===== src/rtl/conv2_pkg.sv =====
// Shared types and constants for the stage-2 convolution scheduler.
package conv2_pkg;

   localparam int unsigned CONV_K        = 6;
   localparam int unsigned CONV_TAPS     = CONV_K * CONV_K;
   localparam int unsigned CONV_PIPE_LAT = 7;
   localparam int unsigned DP_SUM_W      = 22;

   typedef enum logic [2:0] {
      ST_IDLE,
      ST_CLEAR,
      ST_STREAM,
      ST_DRAIN,
      ST_ACCUM,
      ST_OUTPUT,
      ST_FINISH
   } state_t;

endpackage


===== src/rtl/conv2_win_addr_gen.sv =====
// Window/channel/tap counters and image/pattern address arithmetic.
module conv2_win_addr_gen
   import conv2_pkg::*;
#(
   parameter int unsigned IN_W   = 9,
   parameter int unsigned IN_H   = 9,
   parameter int unsigned K      = CONV_K,
   parameter int unsigned NUM_CH = 6,
   parameter int unsigned IMG_AW = 10,
   parameter int unsigned PAT_AW = 8
)(
   input  logic              clk,
   input  logic              rst,
   input  logic              init,
   input  logic              step_k,
   input  logic              step_ch,
   input  logic              step_win,
   output logic [IMG_AW-1:0] img_addr,
   output logic [PAT_AW-1:0] pat_addr,
   output logic [3:0]        row,
   output logic [3:0]        col,
   output logic              last_k,
   output logic              last_ch,
   output logic              last_win
);

   localparam int unsigned RW  = $clog2(K + 1);
   localparam int unsigned KW  = $clog2(K * K + 1);
   localparam int unsigned CHW = $clog2(NUM_CH + 1);

   logic [RW-1:0]  r, c;
   logic [KW-1:0]  k;
   logic [CHW-1:0] ch;

   assign last_k   = (r == RW'(K - 1)) && (c == RW'(K - 1));
   assign last_ch  = (ch == CHW'(NUM_CH - 1));
   assign last_win = (row == 4'(IN_H - K)) && (col == 4'(IN_W - K));

   assign img_addr = IMG_AW'(ch) * IMG_AW'(IN_W * IN_H)
                   + (IMG_AW'(row) + IMG_AW'(r)) * IMG_AW'(IN_W)
                   + IMG_AW'(col) + IMG_AW'(c);
   assign pat_addr = PAT_AW'(ch) * PAT_AW'(K * K) + PAT_AW'(k);

   // Tap counter wraps to 0 after the last tap, so each pass starts at k=0
   always_ff @(posedge clk or negedge rst) begin
      if (!rst) begin
         r   <= '0;
         c   <= '0;
         k   <= '0;
         ch  <= '0;
         row <= '0;
         col <= '0;
      end else if (init) begin
         r   <= '0;
         c   <= '0;
         k   <= '0;
         ch  <= '0;
         row <= '0;
         col <= '0;
      end else begin
         if (step_k) begin
            k <= last_k ? '0 : k + 1'b1;
            if (c == RW'(K - 1)) begin
               c <= '0;
               r <= (r == RW'(K - 1)) ? '0 : r + 1'b1;
            end else begin
               c <= c + 1'b1;
            end
         end
         if (step_ch) ch <= ch + 1'b1;
         if (step_win) begin
            ch <= '0;
            if (col == 4'(IN_W - K)) begin
               col <= '0;
               row <= row + 1'b1;
            end else begin
               col <= col + 1'b1;
            end
         end
      end
   end

endmodule


===== src/rtl/conv2_scheduler.sv =====
// Sequencer for the 36-tap convolution datapath: walks windows and channels,
// streams address pairs, waits out the pipeline and accumulates sums + bias.
module conv2_scheduler
   import conv2_pkg::*;
#(
   parameter int unsigned IN_W     = 9,
   parameter int unsigned IN_H     = 9,
   parameter int unsigned K        = CONV_K,
   parameter int unsigned NUM_CH   = 6,
   parameter int unsigned PIPE_LAT = CONV_PIPE_LAT,
   parameter int unsigned IMG_AW   = 10,
   parameter int unsigned PAT_AW   = 8,
   parameter int unsigned ACC_W    = 26
)(
   input  logic                clk,
   input  logic                rst,
   input  logic                start,
   input  logic [15:0]         bias,
   output logic                busy,
   output logic                done,
   output logic                img_rd,
   output logic [IMG_AW-1:0]   img_addr,
   output logic                pat_rd,
   output logic [PAT_AW-1:0]   pat_addr,
   output logic                dp_clear,
   output logic                dp_enable,
   input  logic [DP_SUM_W-1:0] dp_sum,
   output logic                out_valid,
   input  logic                out_ready,
   output logic [ACC_W-1:0]    out_data,
   output logic [3:0]          out_row,
   output logic [3:0]          out_col
);

   localparam int unsigned DRW = $clog2(PIPE_LAT + 1);

   state_t           state, nextState;
   logic [ACC_W-1:0] acc, biasReg;
   logic [DRW-1:0]   drainCnt;
   logic             enReg;
   logic             init, stepK, stepCh, stepWin;
   logic             lastK, lastCh, lastWin;

   conv2_win_addr_gen #(
      .IN_W   (IN_W),
      .IN_H   (IN_H),
      .K      (K),
      .NUM_CH (NUM_CH),
      .IMG_AW (IMG_AW),
      .PAT_AW (PAT_AW)
   ) uAddrGen (
      .clk      (clk),
      .rst      (rst),
      .init     (init),
      .step_k   (stepK),
      .step_ch  (stepCh),
      .step_win (stepWin),
      .img_addr (img_addr),
      .pat_addr (pat_addr),
      .row      (out_row),
      .col      (out_col),
      .last_k   (lastK),
      .last_ch  (lastCh),
      .last_win (lastWin)
   );

   // State register
   always_ff @(posedge clk or negedge rst) begin
      if (!rst) state <= ST_IDLE;
      else      state <= nextState;
   end

   // Next-state logic and counter step strobes
   always_comb begin
      nextState = state;
      init      = 1'b0;
      stepK     = 1'b0;
      stepCh    = 1'b0;
      stepWin   = 1'b0;
      case (state)
         ST_IDLE:   if (start) begin
                       init      = 1'b1;
                       nextState = ST_CLEAR;
                    end
         ST_CLEAR:  nextState = ST_STREAM;
         ST_STREAM: begin
                       stepK = 1'b1;
                       if (lastK) nextState = ST_DRAIN;
                    end
         ST_DRAIN:  if (drainCnt == DRW'(PIPE_LAT)) nextState = ST_ACCUM;
         ST_ACCUM:  if (lastCh) nextState = ST_OUTPUT;
                    else begin
                       stepCh    = 1'b1;
                       nextState = ST_CLEAR;
                    end
         ST_OUTPUT: if (out_ready) begin
                       if (lastWin) nextState = ST_FINISH;
                       else begin
                          stepWin   = 1'b1;
                          nextState = ST_CLEAR;
                       end
                    end
         ST_FINISH: nextState = ST_IDLE;
         default:   nextState = ST_IDLE;
      endcase
   end

   // Accumulator, latched bias, drain counter and read-delayed load enable
   always_ff @(posedge clk or negedge rst) begin
      if (!rst) begin
         acc      <= '0;
         biasReg  <= '0;
         drainCnt <= '0;
         enReg    <= 1'b0;
      end else begin
         enReg    <= (state == ST_STREAM);
         drainCnt <= (state == ST_DRAIN) ? drainCnt + 1'b1 : '0;
         if (init) begin
            biasReg <= ACC_W'(bias);
            acc     <= ACC_W'(bias);
         end
         if (state == ST_ACCUM) acc <= acc + ACC_W'(dp_sum);
         if (stepWin) acc <= biasReg;
      end
   end

   // dp_clear also follows reset so the datapath is held clear while rst is low
   assign dp_clear  = (state == ST_CLEAR) || !rst;
   assign busy      = (state != ST_IDLE) && (state != ST_FINISH);
   assign done      = (state == ST_FINISH);
   assign img_rd    = (state == ST_STREAM);
   assign pat_rd    = (state == ST_STREAM);
   assign dp_enable = enReg;
   assign out_valid = (state == ST_OUTPUT);
   assign out_data  = acc;

endmodule


===== config.mk =====
export PLATFORM = sky130hd
export DESIGN_NAME = conv2_scheduler
export DESIGN_NICKNAME = d
export VERILOG_FILES = /design/src/rtl/conv2_pkg.sv /design/src/rtl/conv2_win_addr_gen.sv /design/src/rtl/conv2_scheduler.sv
export SDC_FILE = /design/constraint.sdc
export NUM_CORES = 1
export LEC_CHECK = 0
export BUFFER_PORTS_ARGS = -buffer_cell sky130_fd_sc_hd__buf_2
export CAP_MARGIN = 20
export CORE_MARGIN = 2
export CORE_UTILIZATION = 45
export CTS_CLUSTER_SIZE = 10
export DETAILED_ROUTE_END_ITERATION = 8
export PLACE_DENSITY = 0.68
export SLEW_MARGIN = 20
export SYNTH_ARGS = -nofsm -noshare
export SYNTH_HDL_FRONTEND = slang
export SYNTH_SLANG_ARGS = --single-unit

===== constraint.sdc =====
create_clock -name clk -period 8.15 [get_ports clk]
set_clock_uncertainty 0.1 [all_clocks]
set_input_delay 0.815 -clock clk [delete_from_list [all_inputs] [get_ports clk]]
set_output_delay 0.815 -clock clk [all_outputs]
set_load 0.05 [all_outputs]

==> flow_metrics.env <==
export IMPL_crit_path_start="uAddrGen.row[0]$_DFFE_PN0P_"
export IMPL_track_usage_pct=21.9
export IMPL_hpwl_mm=10.5
export IMPL_fin_cells=920
export IMPL_ir_drop_v=0.000297
export IMPL_path_max_fanout=5
export IMPL_synth_nets=772
export IMPL_max_freq_mhz=171
export IMPL_portBuffers=100
export IMPL_ys_types=61
export IMPL_routedWlPerCell_microns=15.2
export IMPL_syn_inst=655
export IMPL_finalSetupViolations=0
export IMPL_yosysTopAreaCellShare_pct=31.9
export IMPL_setup_worst_path_end_class="primary output"
export IMPL_cp_endpoint="img_addr[9]"
export IMPL_drt_first_pass_iters=4
export IMPL_tightest_slew_ps=765
export IMPL_die_w_microns=116
export IMPL_drive_gt1_share_pct=17.8
export IMPL_cts_root_buf="clkbuf_16"
export IMPL_fin_area_sq_um=6550
export IMPL_slowest_stage="fa_1"
export IMPL_clk_pin_slew_ps=60
export IMPL_drt_iter0_drc=214
export IMPL_vias_per_cell=5.40
export IMPL_ys_seq_area_share_pct=31.9
export IMPL_htreeDepth=3
export IMPL_grt_pass1_vias=4926
export IMPL_whs_ps=340
export IMPL_die_y_microns=116
export IMPL_synth_area_leaders="dfrtp_1 32%, ha_1 14%, nand2_1 7.2%"
export IMPL_crit_path_start_kind="flip-flop"
export IMPL_placed_cells=904
export IMPL_grt_max_degree=52
export IMPL_preCtsSetupSlack_ps=2620
export IMPL_antennaDiodeCount=0
export IMPL_synthSimpleGateAreaFrac_pct=18.6
export IMPL_synth_compound_area_share_pct=18.7
export IMPL_powerDensity_nw_per_um2=302
export IMPL_critPathKind="flip-flop to primary output"
export IMPL_critical_path_cell_chain="ha_1 -> fa_1 -> ha_1 -> fa_1 -> inv_1 -> fa_1 -> inv_1 -> ha_1 -> a21o_1 -> a21oi_1 -> o21bai_1 -> a21oi_1 -> o21ai_0 -> a21o_1 -> a21oi_1 -> xor2_1 -> buf_2"
export IMPL_fin_crit_ps=5860
export IMPL_rows=40
export IMPL_nFillCells=1106
export IMPL_clk_path_buf_depth=2
export IMPL_p_leak_nw=3.51
export IMPL_r2r_end="out_data[24]$_DFFE_PN0P_"
export IMPL_drt_wl_total_mm=14.0
export IMPL_fin_crit_sh_pct=72.0
export IMPL_cts_made_buffers=9
export IMPL_cts_resized=0
export IMPL_critPathRequiredTime_ps=7240
export IMPL_final_nets=864
export IMPL_numClockSinks=72
export IMPL_critical_path_max_stage_delay_ps=580
export IMPL_report_final_slew_viol_count=0
export IMPL_core_area_sq_um=12200
export IMPL_rsz0062_at_grt="no"
export IMPL_synth_top_family_by_area="compound AO/OA/AOI/OAI gates"
export IMPL_r2r_cells=11
export IMPL_placed_area_sq_um=6260
export IMPL_clock_latency_ps=340
export IMPL_worstPathArrival_ps=4950
export IMPL_grt_pass1_wl_mm=23.5
export IMPL_antenna_found_initial=0
export IMPL_status="finished clean"
export IMPL_synth_edf_count=0
export IMPL_initial_utilization_pct=46.5
export IMPL_synth_top_cell_by_area="dfrtp_1"
export IMPL_r2r_slack_ps=5210
export IMPL_synth_mux_area_share_pct=0.907
export IMPL_syn_area_per_cell_sq_um=8.63
export IMPL_hold_violations=0
export IMPL_cts_setup_buffers=0
export IMPL_rr_startpoint="out_data[0]$_DFFE_PN0P_"
export IMPL_slew_headroom_pct=48.7
export IMPL_fin_ws_ps=2290
export IMPL_setup_tns_ps=0
export IMPL_yosysWarningCount=0
export IMPL_maxCapViolCount=0
export IMPL_drc=0
export IMPL_die_area_sq_um=13500
export IMPL_hold_class="flip-flop to flip-flop"
export IMPL_grt_overflow=0
export IMPL_tritoncts="done"
export IMPL_ctsHoldBuffers=0
export IMPL_io_pins=101
export IMPL_ys_flop_type="dfrtp_1"
export IMPL_via_count=4968
export IMPL_synthesis_area_sq_um=5650
export IMPL_finalWeightedCongestion=0.965
export IMPL_synthAdderAreaFrac_pct=18.5
export IMPL_drtAntennaViolNets=0
export IMPL_p_total_mw=1.98
export IMPL_synth_seq_cells=72
export IMPL_area_growth_pct=15.9
export IMPL_synth_xor_area_share_pct=5.89
export IMPL_utilization_pct=53.9
export IMPL_synthArstFlopShare_pct=100
[power breakdown]
part	internal [mW]	switching, mW	leakage (nW)	total, mW
Sequential	0.461	0.0969	0.935	0.558
Clock	0.229	0.149	0.145	0.378
Combinational	0.343	0.698	2.43	1.04
[kinds of logic (layout without fill, tap and decap cells)]
logic type / count (synthesis) / count (layout)
fa+ha+maj: 75 / 75
xor+xnor: 38 / 38
mux: 5 / 5
buf+inv: 69 / 166
compound gates: 170 / 170
simple gates: 226 / 226
flops: 72 / 72
[worst min path at each step]
stage | start | slack (ps) | endpoint | cells after the start
after CTS | drainCnt[0]$_DFF_PN0_ | 340 | drainCnt[0]$_DFF_PN0_ | 1
after global routing | drainCnt[0]$_DFF_PN0_ | 360 | drainCnt[0]$_DFF_PN0_ | 1
after global placement | drainCnt[0]$_DFF_PN0_ | 330 | drainCnt[0]$_DFF_PN0_ | 1
after detailed placement | drainCnt[0]$_DFF_PN0_ | 340 | drainCnt[0]$_DFF_PN0_ | 1
final | drainCnt[0]$_DFF_PN0_ | 340 | drainCnt[0]$_DFF_PN0_ | 1
after floorplan | drainCnt[0]$_DFF_PN0_ | 310 | drainCnt[0]$_DFF_PN0_ | 1
[synth_stat cells (5+ instances only)]
master    instances
o21ai_0          46
a211oi_1          6
nor2b_1           7
nor2_1           41
ha_1             61
a21o_1           14
and2_1            5
o211ai_1          6
nor3_1           11
dfrtp_1          72
xnor2_1          19
fa_1             14
a31oi_1           5
a21oi_1          65
nand3_1          14
nand2_1         108
nand4_1           6
clkbuf_1         13
nor3b_1           6
and3_1            5
nand2b_1          6
xor2_1           19
inv_1            44
[cell type report]
cell class	instances	area, sq um	area share, %
multi-input cells	514	3540	54.1
repair buffers	106	546	8.33
well taps	168	210	3.21
clock inverters	3	15.0	0.229
clock buffers	13	270	4.13
inverters	44	165	2.52
flip-flops and latches	72	1800	27.5
[cells in the final DEF (no fill, tap or decap), types with 3 or more instances in the layout]
| cell | Yosys | routed |
|---|---|---|
| nor2_1 | 41 | 41 |
| o211ai_1 | 6 | 6 |
| xor2_1 | 19 | 19 |
| inv_1 | 44 | 44 |
| clkinv_2 | 0 | 3 |
| and2_1 | 5 | 5 |
| nand4_1 | 6 | 6 |
| o21ai_0 | 46 | 46 |
| nor3b_1 | 6 | 5 |
| nor3_1 | 11 | 11 |
| o22ai_1 | 3 | 3 |
| nor2b_1 | 7 | 7 |
| fa_1 | 14 | 14 |
| dfrtp_1 | 72 | 72 |
| a21o_1 | 14 | 14 |
| buf_4 | 4 | 6 |
| a221oi_1 | 4 | 4 |
| nand2b_1 | 6 | 6 |
| nand3b_1 | 3 | 3 |
| a211o_1 | 4 | 4 |
| ha_1 | 61 | 61 |
| a21oi_1 | 65 | 65 |
| o21bai_1 | 4 | 4 |
| buf_2 | 1 | 100 |
| a31oi_1 | 5 | 5 |
| nand3_1 | 14 | 14 |
| a211oi_1 | 6 | 6 |
| mux2i_1 | 4 | 4 |
| and3_1 | 5 | 5 |
| xnor2_1 | 19 | 19 |
| nand2_1 | 108 | 108 |
| clkbuf_8 | 2 | 3 |
| clkbuf_16 | 0 | 9 |
[layer usage]
layer  global-route usage [%]  wire, microns
met1                     28.2           6020
met2                     37.6           7020
met3                     5.23            830
met4                     4.68            132
met5                        0              0
[critical path: cells and delay by family, from the launching register on]
family	cells	cell delay (ps)
DFF	1	440
adders and majority gates	6	2390
AOI/OAI and AO/OA	7	1230
xor gates and xnor gates	1	150
buffers and inverters	3	380
[sequential cells by signal (all words and copies together), names as in the netlist]
signal / cells
drainCnt: 3
biasReg: 16
uAddrGen.row: 4
uAddrGen.k: 6
dp_enable: 1
uAddrGen.c: 3
uAddrGen.col: 4
uAddrGen.r: 3
state: 3
uAddrGen.ch: 3
out_data: 26
(Power assumes the default switching activity.)
